===== src/rtl/debounce_sync_pkg.sv =====
// State encodings shared by the debounce FSM and any reuse of it.
// Pure type/helper package; no logic, no latency, no flow control.
package debounce_sync_pkg;

  typedef enum logic [1:0] {
    ST_STABLE_LO = 2'd0,
    ST_CHECK_HI  = 2'd1,
    ST_STABLE_HI = 2'd2,
    ST_CHECK_LO  = 2'd3
  } state_e;

  function automatic logic is_check(input state_e s);
    return (s == ST_CHECK_HI) || (s == ST_CHECK_LO);
  endfunction

endpackage


===== src/rtl/debounce_sync_chain.sv =====
// Plain N-flop metastability synchronizer, cleared to 0 by async reset.
// Latency SYNC_STAGES edges; free-running, no enable and no backpressure.
module sync_chain #(
  parameter int SYNC_STAGES = 2
) (
  input  logic clk,
  input  logic REST,
  input  logic async_in,
  output logic sync_out
);

  logic [SYNC_STAGES-1:0] chain_q;
  logic [SYNC_STAGES-1:0] chain_d;

  always_comb begin
    chain_d = {chain_q[SYNC_STAGES-2:0], async_in};
  end

  always_ff @(posedge clk or negedge REST) begin
    if (!REST) begin
      chain_q <= '0;
    end else begin
      chain_q <= chain_d;
    end
  end

  assign sync_out = chain_q[SYNC_STAGES-1];

endmodule


===== src/rtl/debounce_sync.sv =====
// Synchronizes and debounces a bouncy input into a clean level plus edge pulses.
// d_out moves SYNC_STAGES+DEBOUNCE_CYCLES edges after a raw change; en only gates qualification.
module debounce_sync
  import debounce_sync_pkg::*;
#(
  parameter int SYNC_STAGES     = 2,
  parameter int DEBOUNCE_CYCLES = 4
) (
  input  logic clk,
  input  logic REST,
  input  logic raw_in,
  input  logic en,
  output logic d_out,
  output logic rise_pulse,
  output logic fall_pulse,
  output logic busy
);

  localparam int CNT_W = $clog2(DEBOUNCE_CYCLES);
  localparam logic [CNT_W-1:0] CNT_LAST = CNT_W'(DEBOUNCE_CYCLES - 1);

  logic             sync_q;
  state_e           state_q, state_d;
  logic [CNT_W-1:0] cnt_q, cnt_d;
  logic             d_out_q, d_out_d;
  logic             rise_q, rise_d;
  logic             fall_q, fall_d;

  sync_chain #(.SYNC_STAGES(SYNC_STAGES)) u_sync (
    .clk      (clk),
    .REST     (REST),
    .async_in (raw_in),
    .sync_out (sync_q)
  );

  always_comb begin
    state_d = state_q;
    cnt_d   = cnt_q;
    d_out_d = d_out_q;
    rise_d  = 1'b0;
    fall_d  = 1'b0;
    case (state_q)
      ST_STABLE_LO: begin
        if (en && sync_q) begin
          state_d = ST_CHECK_HI;
          cnt_d   = CNT_W'(1);
        end
      end
      ST_CHECK_HI: begin
        if (en) begin
          if (!sync_q) begin
            state_d = ST_STABLE_LO;
            cnt_d   = '0;
          end else if (cnt_q == CNT_LAST) begin
            state_d = ST_STABLE_HI;
            cnt_d   = '0;
            d_out_d = 1'b1;
            rise_d  = 1'b1;
          end else begin
            cnt_d = cnt_q + CNT_W'(1);
          end
        end
      end
      ST_STABLE_HI: begin
        if (en && !sync_q) begin
          state_d = ST_CHECK_LO;
          cnt_d   = CNT_W'(1);
        end
      end
      ST_CHECK_LO: begin
        if (en) begin
          if (sync_q) begin
            state_d = ST_STABLE_HI;
            cnt_d   = '0;
          end else if (cnt_q == CNT_LAST) begin
            state_d = ST_STABLE_LO;
            cnt_d   = '0;
            d_out_d = 1'b0;
            fall_d  = 1'b1;
          end else begin
            cnt_d = cnt_q + CNT_W'(1);
          end
        end
      end
      // Corrupted state register: fall back to a known idle level without waiting for en.
      default: begin
        state_d = ST_STABLE_LO;
        cnt_d   = '0;
        d_out_d = 1'b0;
      end
    endcase
  end

  always_ff @(posedge clk or negedge REST) begin
    if (!REST) begin
      state_q <= ST_STABLE_LO;
      cnt_q   <= '0;
      d_out_q <= 1'b0;
      rise_q  <= 1'b0;
      fall_q  <= 1'b0;
    end else begin
      state_q <= state_d;
      cnt_q   <= cnt_d;
      d_out_q <= d_out_d;
      rise_q  <= rise_d;
      fall_q  <= fall_d;
    end
  end

  assign d_out      = d_out_q;
  assign rise_pulse = rise_q;
  assign fall_pulse = fall_q;
  assign busy       = is_check(state_q);

endmodule


===== config.mk =====
export PLATFORM = sky130hd
export DESIGN_NAME = debounce_sync
export DESIGN_NICKNAME = d
export VERILOG_FILES = /design/src/rtl/debounce_sync_pkg.sv /design/src/rtl/debounce_sync_chain.sv /design/src/rtl/debounce_sync.sv
export SDC_FILE = /design/constraint.sdc
export NUM_CORES = 1
export LEC_CHECK = 0
export CAP_MARGIN = 30
export CORE_AREA = 2 2 39 41
export CTS_BUF_LIST = sky130_fd_sc_hd__clkbuf_2
export CTS_CLUSTER_DIAMETER = 30
export DETAILED_ROUTE_END_ITERATION = 12
export DIE_AREA = 0 0 41 43
export SKIP_CTS_REPAIR_TIMING = 1
export SLEW_MARGIN = 20
export SYNTH_ARGS = -nofsm -noshare
export SYNTH_HDL_FRONTEND = slang
export SYNTH_SLANG_ARGS = --single-unit

===== constraint.sdc =====
create_clock -name clk -period 1.6 [get_ports clk]
set_input_delay 0.48 -clock clk [delete_from_list [all_inputs] [get_ports clk]]
set_output_delay 0.48 -clock clk [all_outputs]
set_load 0.02 [all_outputs]

# Word-level counts from Yosys, hierarchy flattened
# Index checks and enable logic that the tools add are counted.
[totals]
reg_bits = 9
wordCells = 60
output_inout_bits = 4
[classes]
addsub = 1
muxes = 30
reduce_logical = 9
eq_ne = 14
[op_table]
columns = ["op", "n"]
rows = [
  ["$mux W2", 14],
  ["$pmux W2 S4", 2],
  ["$ne A2 B2 Y1 const B", 7],
  ["$mux W1", 13],
  ["$reduce_and A7 Y1", 1],
  ["$eq A2 B2 Y1 const B", 3],
  ["$reduce_and A6 Y1", 1],
  ["$reduce_and A4 Y1", 1],
  ["$ne A3 B2 Y1 const B", 1],
  ["$ne A3 B3 Y1 const B", 1],
  ["$add A2 B1 Y2 const B", 1],
  ["$eq A2 B1 Y1 const B", 1],
  ["$logic_and A1 B1 Y1", 2],
  ["$logic_not A2 Y1", 1],
  ["$ne A2 B1 Y1 const B", 1],
  ["$pmux W1 S2", 1],
  ["$reduce_bool A2 Y1", 1],
  ["$logic_not A1 Y1", 1],
  ["$logic_or A1 B1 Y1", 1],
]

# Logic depth before layout (Yosys ltp)
# Gate-level depths: netlist of run 1.
[logic_depth]
ltp_word = 5
depth_mapped = 4
mapped_depth_nobuf = 4

# Cells and area by module
# From an unflattened synthesis of run 1, not the netlist that was laid out.
[unflattened]
hier_cells = 30
area_unflattened_um2 = 370.4
[by_module_without_submodules]
columns = ["mod", "n_inst", "cells_each", "seq_area_each_um2", "area_each_um2"]
rows = [
  ["debounce_sync", 1, 28, 175.2, 320.3],
  ["sync_chain", 1, 2, 50.0, 50.0],
]

# Worst setup path after synthesis of run 1
# OpenSTA, ideal clock, no wires.
[synth_timing]
path_type = "register to register"
startpoint = "register cnt_q[0]"
endpoint = "register (tool-made name)"
t_required_ns = 1.475
t_arrival_ns = 1.017
n_path_buf = 0
path_stages_with_launch = 4
path_slack_ns = 0.458
path_cell_list = "dfrtp_1 -> ha_1 -> nand3_2 -> mux2_2"
[synth_rtl]
columns = ["element", "line", "text"]
rows = [
  ["from (decl)", "debounce_sync.sv:24", "logic [CNT_W-1:0] cnt_q, cnt_d;"],
  ["from (signal assigned)", "debounce_sync.sv:103", "cnt_q <= cnt_d;"],
]

# Final worst setup path of run 1
[layout_timing]
startpoint = "register d_out_q, in the netlist d_out"
endpoint = "output d_out"
[layout_rtl]
columns = ["element", "line", "text"]
rows = [
  ["from (decl)", "debounce_sync.sv:25", "logic d_out_q, d_out_d;"],
  ["from (signal assigned)", "debounce_sync.sv:104", "d_out_q <= d_out_d;"],
  ["to (decl)", "debounce_sync.sv:13", "output logic d_out,"],
]
# No word-level cell between the ends.

==> out/results.ini, run 1 <==
[logic_synthesis]
synth.top_cells.by_count = 9 x dfrtp_1, 3 x o21ai_0, 2 x a21oi_1, 2 x mux2_2, 2 x nor3b_1
synthArstFlopShare_pct = 100
synth.top_cell.area_share_pct = 59.6
yosysMostFrequentCell = dfrtp_1
synth_edf_count = 0
synth_nets = 34
netlist_area_sq_um = 378
synth_cell_types = 16
postSynthAreaPerCell_sq_um = 13.0
seq_area_frac_synth_pct = 59.6
synth_top_cell_by_area = dfrtp_1
yosysWarnings = 0
syn_inst = 29
ys.flop_type = dfrtp_1
synth-seq-cells = 9
synthTopCellsByArea = dfrtp_1 60%, mux2_2 6.0%, o21ai_0 4.0%, nor3b_1 4.0%, ha_1 3.3%

[drt]
vias = 270
ant_nets = 0
drt-pass1-iter-count = 4
avgRoutedWirePerCell_um = 12.4
first_iter_violations = 2
wirelength_um = 694
route.detailed.drc = 0
viasPerCell = 4.82

[worst_setup_path]
crit_buf_inv = 1
cp.depth = 1
cp-end-kind = output port
cpPeakStageDelay_ps = 410
crit_end = d_out
reg2reg_depth = 3
crit_start = d_out
r2r-start = cnt_q[0]
startpoint_type = flip-flop
critPathMaxFanout = 3
cpLargestDelayFamily = flip-flops
crit_path_cell_trace = dlymetal6s2s_1
slowest_stage = dfrtp_1
r2r_setup_slack_ps = 410
critical_path_class = reg2out
critPathArrivalTime_ps = 870
crit_required_ps = 1120

[timing]
rsz0062_at_grt = no
finalClockSkew_ps = 7.81
drv_slew = 0
worst_pin_slew_ps = 386
finalSetupViolCount = 0
fin_crit_ps = 1350
fmax_ghz = 0.738
post-route-period-util_pct = 84.7
max_slew_margin_pct = 74.2
report.final.hold_viol_count = 0
fin_hold_ws_ps = 361

[floorplanning]
die_h_um = 43
die_w_um = 41
fp-row-count = 14
coreArea_sq_mm = 0.00138
start_util_pct = 27.3
dieArea_sq_mm = 0.00176
io_pins = 8

[global_route]
overflow = 0
grt_pass1_wl_mm = 1.24
gr-usage-all-layers_pct = 11.0
grt_max_degree = 10
grt_pass1_vias = 286
antenna_found_initial = 0

[layout]
diodes = 0
areaGrowthSynthToFinish_pct = 31.8
final_util_pct = 36.0
drive_gt1_share_pct = 25.0
fillers = 140
layout.nets = 46

[clocking]
clock_sinks = 9
clk_pin_slew_worst_paths_ps = 90
clock_latency_ps = 250
clockRootBuffer = clkbuf_2
htree_num_levels = 1
numCtsBuffers = 3
cts_tree = built
clk_path_buf_depth = 2

[placement]
hpwl_um = 506
place_congestion = 0.647
portBuffers = 7

[job]
drv_cap = 0

[pwr]
p_per_area_mw_per_mm2 = 1470
p_leak_nw = 0.251
irDropWorstVdd_uv = 463

[outcome]
status = completed

[min_path]
min_path_type = reg2reg

routing by layer:
layer / global-route usage [%] / wire (um) / share of wire, %
met3: 3.14 / 52 / 7.5
met1: 13.6 / 263 / 38
met5: 0 / 0 / 0
met4: 10.0 / 29 / 4.2
met2: 14.7 / 348 / 50
where the power goes:
group          switching [mW]  internal, mW
clock network          0.0802        0.0664
registers              0.0463         0.282
logic                   0.120         0.134
metrics by stage:
stage | setup WS, ps | cells | cell area (sq um) | power (mW) | TNS (ps)
3_3_place_gp | 54.3 | 52 | 468 | 0.581 | 0
3_5_place_dp | 49.6 | 52 | 468 | 0.596 | 0
5_1_grt | 194 | 56 | 498 | 0.786 | 0
4_1_cts | -157 | 56 | 488 | 0.746 | -457
2_1_floorplan | 458 | 29 | 378 | 0.502 | 0
6_report | 245 | 56 | 498 | 0.730 | 0
final cells by class:
| class | instances | area (sq um) | area share, % |
|---|---|---|---|
| Sequential cell | 9 | 225 | 45.2 |
| Multi-Input combinational cell | 18 | 138 | 27.6 |
| Timing Repair Buffer | 9 | 95.1 | 19.1 |
| Clock buffer | 4 | 20.0 | 4.02 |
| Tap cell | 16 | 20.0 | 4.02 |
cell families after synthesis:
| group | after synthesis | synth area share, % |
|---|---|---|
| mux | 2 | 5.96 |
| xor+xnor | 2 | 4.64 |
| flops | 9 | 59.6 |
| buf+inv | 2 | 3.97 |
| fa+ha+maj | 1 | 3.31 |
| simple gates | 5 | 9.60 |
| compound gates | 8 | 12.9 |
worst min path at each step:
stage                                  from                end  slack [ps]  cells past startpoint
after floorplan                        REST          async pin         180                      0
after global placement    u_sync.chain_q[0]  u_sync.chain_q[1]         350                      0
after detailed placement  u_sync.chain_q[0]  u_sync.chain_q[1]         350                      0
after CTS                 u_sync.chain_q[0]  u_sync.chain_q[1]         370                      0
after global routing      u_sync.chain_q[0]  u_sync.chain_q[1]         370                      0
final                     u_sync.chain_q[0]  u_sync.chain_q[1]         360                      0
cells in the final DEF, fill, tap and decap left out:
master,n
buf_4,2
clkbuf_2,4
dlymetal6s2s_1,4
dfrtp_1,9
a21oi_1,2
ha_1,1
nand3_1,1
nand3_2,1
nor3b_1,2
xnor2_1,1
clkdlybuf4s50_1,3
xor2_1,1
mux2_2,2
or2_2,1
o2bb2ai_1,1
a41oi_1,1
o21ai_0,3
a31oi_1,1
(Power assumes the default switching activity.)
==> inputs of run 2 (changes only) <==
==> constraint.sdc (replaced) <==
create_clock -name clk -period 1.36 [get_ports clk]
set_input_delay 0.408 -clock clk [delete_from_list [all_inputs] [get_ports clk]]
set_output_delay 0.408 -clock clk [all_outputs]
set_load 0.02 [all_outputs]
==> run 2 against run 1 <==
- cell area rose by 1.5%
- cell count rose by 1.8%
- critical endpoint is now d_out
- clock power rose by 9%
- sequential share of layout area fell by 0.67 points
- non-clock buffer count rose by 1
- hold slack improved by 8.7 ps
- first-iteration DRC count fell by 50%
==> out/results.ini, run 2 (same netlist as run 1, synthesis figures left out) <==
[outcome]
status = completed

[drt]
ant_nets = 0
first_iter_violations = 1
route.detailed.drc = 0
wirelength_um = 639
vias = 263
viasPerCell = 4.61
avgRoutedWirePerCell_um = 11.2
drt-pass1-iter-count = 4

[layout]
areaGrowthSynthToFinish_pct = 33.8
final_area_sq_um = 505
final_cells = 57
diodes = 0
seqCellArea_sq_um = 225
multi_input_area_sq_um = 138
layout.nets = 47
final_cell_mix = 9 x dfrtp_1, 4 x dlymetal6s2s_1
final_util_pct = 36.5
fillers = 145
final_common_cell = dfrtp_1
drive_gt1_share_pct = 26.8

[timing]
max_slew_margin_pct = 73.3
setup_slack_ps = 119
finalSetupViolCount = 0
drv_slew = 0
fmax_ghz = 0.806
worst_pin_slew_ps = 399
rsz0062_at_grt = no
fin_hold_ws_ps = 370
finalClockSkew_ps = 4.48
post-route-period-util_pct = 91.3
fin_crit_ps = 1240
setup_tns_ps = 0
report.final.hold_viol_count = 0

[pwr]
p_per_area_mw_per_mm2 = 1680
irDropWorstVdd_uv = 590
finalPower_uw = 849
p_leak_nw = 0.255

[worst_setup_path]
crit_path_cell_trace = clkdlybuf4s50_1, buf_4, a41oi_1, o21ai_0
crit_buf_inv = 2
slowest_stage = clkdlybuf4s50_1
cp-end-kind = flip-flop
r2r-start = cnt_q[0]
startpoint_type = input port
critPathArrivalTime_ps = 1360
reg2reg_depth = 3
cpPeakStageDelay_ps = 470
cpLargestDelayFamily = buffers and inverters
crit_required_ps = 1480
critical_path_class = in2reg
critPathMaxFanout = 5
r2r-end = cnt_q[0]
r2r_setup_slack_ps = 130

[clocking]
cts_tree = built
clk_path_buf_depth = 2
numCtsBuffers = 3
clockRootBuffer = clkbuf_2
clk_pin_slew_worst_paths_ps = 90
htree_num_levels = 1
clock_latency_ps = 240
clock_sinks = 9

[placement]
dpl_cell_area_sq_um = 475
portBuffers = 7
hpwl_um = 510
place_congestion = 0.608
place_ws_ps = -141
dp_cells = 53

[floorplanning]
coreArea_sq_mm = 0.00138
fp-row-count = 14
start_util_pct = 27.3
die_w_um = 41
dieArea_sq_mm = 0.00176
io_pins = 8
die_h_um = 43

[job]
drv_cap = 0

[global_route]
overflow = 0
gr-usage-all-layers_pct = 10.2
grt_pass1_vias = 291
grt_max_degree = 10
antenna_found_initial = 0
grt_pass1_wl_mm = 1.12

[min_path]
hp-start = u_sync.chain_q[0]
min_path_type = reg2reg
hold_path_depth = 0
hold_path_end = u_sync.chain_q[1]

run 2: cell count changes in the layout (fill, tap and decap cells not counted):
cell,delta
clkinv_2,+1
buf_4,+1
clkbuf_2,-1
run 2: area by class of cell:
type / count / area share (%)
Tap cell: 16 / 3.96
Clock buffer: 3 / 2.97
Multi-Input combinational cell: 18 / 27.2
Sequential cell: 9 / 44.6
Timing Repair Buffer: 10 / 20.3
Clock inverter: 1 / 0.990
run 2: per-layer routing:
| metal | wire length (um) | share of wire, % | vias up | global-route usage [%] |
|---|---|---|---|---|
| li1 | - | - | 129 | - |
| met1 | 288 | 45 | 128 | 11.2 |
| met2 | 310 | 49 | 6 | 13.8 |
| met3 | 41 | 6.4 | 0 | 5.76 |
| met4 | 0 | 0 | 0 | 8.00 |
| met5 | 0 | 0 | - | 0 |
run 2: how the worst max path moves through the flow:
stage / from / to / slack (ps) / depth (start not counted)
2_1_floorplan: cnt_q[0] / flip-flop / 220 / 3
5_1_grt: cnt_q[0] / cnt_q[0] / 60 / 3
3_3_place_gp: en / d_out / -110 / 4
6_report: en / d_out / 120 / 4
4_1_cts: d_out / d_out / -280 / 1
3_5_place_dp: en / d_out / -140 / 4
run 2: where the power goes:
group / switching, mW / leakage, nW / internal [mW]
combinational: 0.141 / 0.130 / 0.161
sequential: 0.0548 / 0.109 / 0.332
clock: 0.0934 / 0.0164 / 0.0666
==> inputs of run 3 (changes only) <==
--- a/config.mk
+++ b/config.mk
@@ -12,7 +12,7 @@
 export DETAILED_ROUTE_END_ITERATION = 12
 export DIE_AREA = 0 0 41 43
 export SKIP_CTS_REPAIR_TIMING = 1
-export SLEW_MARGIN = 20
+export SLEW_MARGIN = 10
 export SYNTH_ARGS = -nofsm -noshare
 export SYNTH_HDL_FRONTEND = slang
 export SYNTH_SLANG_ARGS = --single-unit
==> results of run 3 <==
Same layout as run 2: the final DEF is identical, and so are final timing and power.
